===== src/rtl/xadc_avg_filter.sv =====
// Moving-average filter between the XADC DRP read path and the DAC driver.
// Keeps a running sum over the last 2^LOG2_TAPS 12-bit samples and emits the truncated average.
module xadc_avg_filter #(
  parameter int unsigned LOG2_TAPS = 3,
  parameter int unsigned OUT_W     = 8
) (
  input  logic             clk,
  input  logic             rst_n,
  input  logic             in_valid,
  input  logic [15:0]      in_data,
  input  logic             clear,
  output logic             out_valid,
  output logic [OUT_W-1:0] out_data,
  output logic             primed
);

  localparam int unsigned TAPS  = 1 << LOG2_TAPS;
  localparam int unsigned SUM_W = 12 + LOG2_TAPS;
  localparam int unsigned CNT_W = LOG2_TAPS + 1;
  localparam logic [CNT_W-1:0] CNT_FULL = CNT_W'(TAPS);
  localparam logic [CNT_W-1:0] CNT_LAST = CNT_W'(TAPS - 1);

  logic [11:0]          r_buf [TAPS];
  logic [SUM_W-1:0]     r_sum;
  logic [LOG2_TAPS-1:0] r_ptr;
  logic [CNT_W-1:0]     r_count;
  logic                 r_primed;
  logic                 r_pend;
  logic                 r_out_valid;
  logic [OUT_W-1:0]     r_out_data;

  logic [11:0]      w_sample;
  logic [3:0]       w_unused_lsb;
  logic [11:0]      w_oldest;
  logic             w_accept;
  logic [SUM_W-1:0] w_sum_next;
  logic [OUT_W-1:0] w_avg_trunc;

  assign w_sample     = in_data[15:4];
  assign w_unused_lsb = in_data[3:0];
  assign w_accept     = in_valid & ~clear;
  assign w_oldest     = r_buf[r_ptr];
  // True value is never negative, so modular add/sub at SUM_W bits is exact.
  assign w_sum_next   = r_sum + SUM_W'(w_sample) - SUM_W'(w_oldest);
  // Top OUT_W bits of sum equal avg[11:12-OUT_W] since avg = sum >> LOG2_TAPS.
  assign w_avg_trunc  = r_sum[SUM_W-1 -: OUT_W];

  always_ff @(posedge clk or negedge rst_n) begin
    if (!rst_n) begin
      for (int i = 0; i < TAPS; i++) r_buf[i] <= '0;
    end else if (clear) begin
      for (int i = 0; i < TAPS; i++) r_buf[i] <= '0;
    end else if (w_accept) begin
      r_buf[r_ptr] <= w_sample;
    end
  end

  always_ff @(posedge clk or negedge rst_n) begin
    if (!rst_n) begin
      r_sum    <= '0;
      r_ptr    <= '0;
      r_count  <= '0;
      r_primed <= 1'b0;
    end else if (clear) begin
      r_sum    <= '0;
      r_ptr    <= '0;
      r_count  <= '0;
      r_primed <= 1'b0;
    end else if (w_accept) begin
      r_sum <= w_sum_next;
      r_ptr <= r_ptr + 1'b1;
      if (r_count != CNT_FULL) r_count <= r_count + 1'b1;
      if (r_count == CNT_LAST) r_primed <= 1'b1;
    end
  end

  // Output stage trails the accept by one edge; a clear does not cancel a pending update.
  always_ff @(posedge clk or negedge rst_n) begin
    if (!rst_n) begin
      r_pend      <= 1'b0;
      r_out_valid <= 1'b0;
      r_out_data  <= '0;
    end else begin
      r_pend      <= w_accept;
      r_out_valid <= r_pend;
      if (r_pend) r_out_data <= w_avg_trunc;
    end
  end

  assign out_valid = r_out_valid;
  assign out_data  = r_out_data;
  assign primed    = r_primed;

endmodule


===== config.mk =====
export PLATFORM = sky130hd
export DESIGN_NAME = xadc_avg_filter
export DESIGN_NICKNAME = d
export VERILOG_FILES = /design/src/rtl/xadc_avg_filter.sv
export SDC_FILE = /design/constraint.sdc
export NUM_CORES = 1
export LEC_CHECK = 0
export ABC_AREA = 1
export CAP_MARGIN = 20
export CORE_UTILIZATION = 67
export CTS_BUF_LIST = sky130_fd_sc_hd__clkbuf_4
export DETAILED_ROUTE_END_ITERATION = 12
export GPL_TIMING_DRIVEN = 0
export HOLD_SLACK_MARGIN = 0.06
export PLACE_DENSITY = 0.87
export RECOVER_POWER = 50
export SLEW_MARGIN = 20
export SYNTH_ARGS = -nofsm -noshare
export SYNTH_HDL_FRONTEND = slang
export SYNTH_SLANG_ARGS = --single-unit
export TNS_END_PERCENT = 100

===== constraint.sdc =====
create_clock -name clk -period 5.5 [get_ports clk]
set_input_delay 0.825 -clock clk [delete_from_list [all_inputs] [get_ports clk]]
set_output_delay 0.825 -clock clk [all_outputs]
set_load 0.02 [all_outputs]

==> flow_metrics.env <==
export IMPL_gp_congestion=0.969
export IMPL_synth_top_area_share_pct=48.9
export IMPL_critPathArrivalTime_ns=4.07
export IMPL_dpl_instance_area_um2=7040
export IMPL_critPathMaxFanout=10
export IMPL_clock_sink_count=129
export IMPL_synth_async_reset_ratio_pct=100
export IMPL_postSynthNetCount=831
export IMPL_numPortBuffers=25
export IMPL_cts_hold_buffers_added=0
export IMPL_route_final_wire_length_um=16900
export IMPL_crit_type="reg -> reg"
export IMPL_achievable_frequency_mhz=276
export IMPL_synth_most_common_cell="sky130_fd_sc_hd__inv_1"
export IMPL_cp_buffers_inverters=4
export IMPL_post_cts_resize_count=0
export IMPL_timing_slew_headroom_pct=-94.8
export IMPL_finish_net_count=876
export IMPL_failed_checks="max-capacitance violations, max-slew violations"
export IMPL_worst_slew_pin_transition_ns=2.92
export IMPL_placement_rows=35
export IMPL_drt_vias_per_instance=6.08
export IMPL_cts_tree="built"
export IMPL_cell_area_after_synthesis_um2=6600
export IMPL_cts_root_buf="sky130_fd_sc_hd__clkbuf_4"
export IMPL_worst_path_most_repeated_cell="sky130_fd_sc_hd__nand3_1"
export IMPL_grt_use_total_pct=36.6
export IMPL_routed_via_count=5883
export IMPL_timing_critical_path_from_type="flip-flop"
export IMPL_wire_per_inst_um=17.4
export IMPL_library_cell_with_the_largest_summed_area_after_synthesis="sky130_fd_sc_hd__dfrtp_1"
export IMPL_grt_overflow=0
export IMPL_crit_path_cell_trace="clkbuf_2 -> inv_1 -> nand3_1 -> buf_2 -> o22ai_1 -> nor2_1 -> o211ai_1 -> fa_1 -> inv_1 -> ha_1 -> nand2_1 -> a21oi_1 -> nand3_1 -> nand3_1 -> nand2_1 -> nand3_1 -> nand2_1"
export IMPL_final_min_period_over_clock_period_pct=65.8
export IMPL_synth_seq_cells=129
export IMPL_chipHeight_um=101
export IMPL_yosysWarnings=0
export IMPL_run_status="finished with violations"
export IMPL_start_util_pct=70.4
export IMPL_cts_setup_buffers=0
export IMPL_die_width_um=101
export IMPL_first_global_vias=5986
export IMPL_finalCriticalPeriod_ns=3.62
export IMPL_p_total_mw=2.83
export IMPL_numCtsBuffers=17
export IMPL_power_density_nw_per_um2=386
export IMPL_dieArea_um2=10200
export IMPL_synth_yosys_seq_area_share_pct=48.9
export IMPL_syn_inst=781
export IMPL_worst_path_dominant_cell_family="simple AND/OR/NAND/NOR gates"
export IMPL_ir_drop_mv=0.284
export IMPL_ctsHtreeMaxLevel=4
export IMPL_power_leakage_nw=3.51
export IMPL_timing_hold_worst_class="reg -> reg"
export IMPL_cap_violations=1
export IMPL_skew_ns=0.0146
export IMPL_yosys_most_used_dff="sky130_fd_sc_hd__dfrtp_1"
export IMPL_critPathCaptureType="flip-flop"
export IMPL_antenna_found_initial=0
export IMPL_finalMaxSlewViolations=56
export IMPL_final_fill_count=687
export IMPL_worst_skew_pair_late_latency_ns=0.55
export IMPL_crit_path_top_delay_cell="sky130_fd_sc_hd__fa_1"
export IMPL_clk_pin_slew_worst_paths_ns=0.11
export IMPL_layout_drive_gt1_share_pct=7.03
export IMPL_critPathRequiredTime_ns=5.95
export IMPL_report_final_setup_viol=0
export IMPL_grt_pass1_wl_um=27900
export IMPL_layout_cell_area_non_filler_um2=7350
export IMPL_multi_input_area_um2=2580
export IMPL_ios=30
export IMPL_regArea_um2=3230
export IMPL_drc=0
export IMPL_post_synth_cell_area_avg_um2=8.45
export IMPL_rsz0062_at_grt="no"
export IMPL_clock_tree_buffer_depth=2
export IMPL_worst_path_largest_cell_delay_ns=0.53
export IMPL_synth_enable_flop_cells=0
export IMPL_flow_area_growth_from_synthesis_pct=11.3
export IMPL_pin_count_of_the_biggest_net_entering_global_routing=75
export IMPL_core_area_um2=9370
export IMPL_detail_route_iter0_violations=540
export IMPL_netlist_top_cells_count="sky130_fd_sc_hd__inv_1 (171), sky130_fd_sc_hd__dfrtp_1 (129), sky130_fd_sc_hd__nand2_1 (116)"
export IMPL_number_of_distinct_standard_cells_referenced_by_the_synthesized_netlist=27
export IMPL_ant_nets=0
export IMPL_post_dp_hpwl_um=12100
export IMPL_hold_viol=0
export IMPL_antenna_cells_inserted=0
export IMPL_synthTopCellsByArea="sky130_fd_sc_hd__dfrtp_1 (49%), sky130_fd_sc_hd__o22ai_1 (11%), sky130_fd_sc_hd__inv_1 (9.7%)"
export IMPL_firstDrtPassIters=9
[sequential cells by signal, indices dropped and copies added, names as in the netlist]
signal and flops:
r_sum 15, out_data 8, out_valid 1, r_pend 1, primed 1, r_count 4
r_ptr 3, r_buf 96
[final timing paths]
path	start	to	slack, ns	cells past startpoint
max in group asynchronous	rst_n	r_buf[29]	2.63	1
min reg2reg	r_sum[11]	r_sum[11]	0.49	2
min	r_sum[11]	r_sum[11]	0.49	2
min in group asynchronous	rst_n	r_buf[70]	1.21	1
max	r_ptr[0]	r_sum[12]	1.88	17
max reg2reg	r_ptr[0]	r_sum[12]	1.88	17
[per-layer routing]
metal	share of wire (%)	wire (µm)	GRT usage, %
met5	0	0	0
met4	4.1	696	20.7
met3	9.8	1650	9.52
met2	47	7920	57.1
met1	39	6620	46.9
[worst min-delay path: stages, from the launching register on]
cell and delay, ns:
sky130_fd_sc_hd__dfrtp_1 0.36, sky130_fd_sc_hd__nand2_1 0.05, sky130_fd_sc_hd__nand2_1 0.05
[stage by stage]
stage | setup slack (ns) | instances | TNS [ns] | utilization, % | hold slack (ns)
detailed placement | 2.01 | 936 | 0 | 75.1 | 0.466
floorplan | 2.67 | 781 | 0 | - | 0.449
global placement | -1.16 | 935 | -148.97 | 74.8 | 0.465
global route | 1.75 | 968 | 0 | 78.4 | 0.509
CTS | 1.95 | 968 | 0 | 78.5 | 0.208
finish | 1.88 | 968 | 0 | 78.4 | 0.489
[placed cells by master (no fill, tap or decap), types with 2 or more instances in the layout]
cell / instances
sky130_fd_sc_hd__buf_2: 12
sky130_fd_sc_hd__clkinvlp_4: 2
sky130_fd_sc_hd__clkbuf_4: 20
sky130_fd_sc_hd__ha_1: 18
sky130_fd_sc_hd__nand3_2: 3
sky130_fd_sc_hd__o211ai_1: 6
sky130_fd_sc_hd__nand4_1: 8
sky130_fd_sc_hd__bufinv_16: 4
sky130_fd_sc_hd__nor2_1: 34
sky130_fd_sc_hd__clkinv_1: 4
sky130_fd_sc_hd__clkdlybuf4s50_1: 24
sky130_fd_sc_hd__o22ai_1: 111
sky130_fd_sc_hd__o21ai_0: 36
sky130_fd_sc_hd__dfrtp_1: 129
sky130_fd_sc_hd__fa_1: 12
sky130_fd_sc_hd__nand2_2: 5
sky130_fd_sc_hd__nand3b_1: 2
sky130_fd_sc_hd__a22oi_1: 2
sky130_fd_sc_hd__nand2_1: 116
sky130_fd_sc_hd__nand3_1: 56
sky130_fd_sc_hd__clkbuf_1: 9
sky130_fd_sc_hd__inv_1: 171
sky130_fd_sc_hd__buf_1: 4
sky130_fd_sc_hd__clkinv_2: 2
sky130_fd_sc_hd__o31ai_1: 2
sky130_fd_sc_hd__inv_2: 6
sky130_fd_sc_hd__a21oi_1: 34
[where the power goes]
part	switching, mW	internal [mW]
Combinational	0.675	0.366
Sequential	0.0469	1.03
Clock	0.347	0.370
[cell families (layout without fill, tap and decap cells)]
family	count (synthesis)	in the layout	synth area share (%)
AO/OA/AOI/OAI	192	192	17.1
flip-flops	129	129	48.9
AND/OR/NAND/NOR	224	224	14.7
buffers and inverters	204	262	11.9
adder cells (fa/ha/maj)	30	30	7.05
multiplexers	1	1	0.171
XOR/XNOR	1	1	0.133
[layout make-up]
cell class	instances	area share (%)
sequential	129	43.9
tap	129	2.20
timing repair buffer	26	3.70
buffer	26	1.60
clock inverter	12	2.25
multi-input combinational	448	35.2
clock buffer	20	2.04
inverter	178	9.10
No activity file was read; power rests on OpenSTA's default activity.
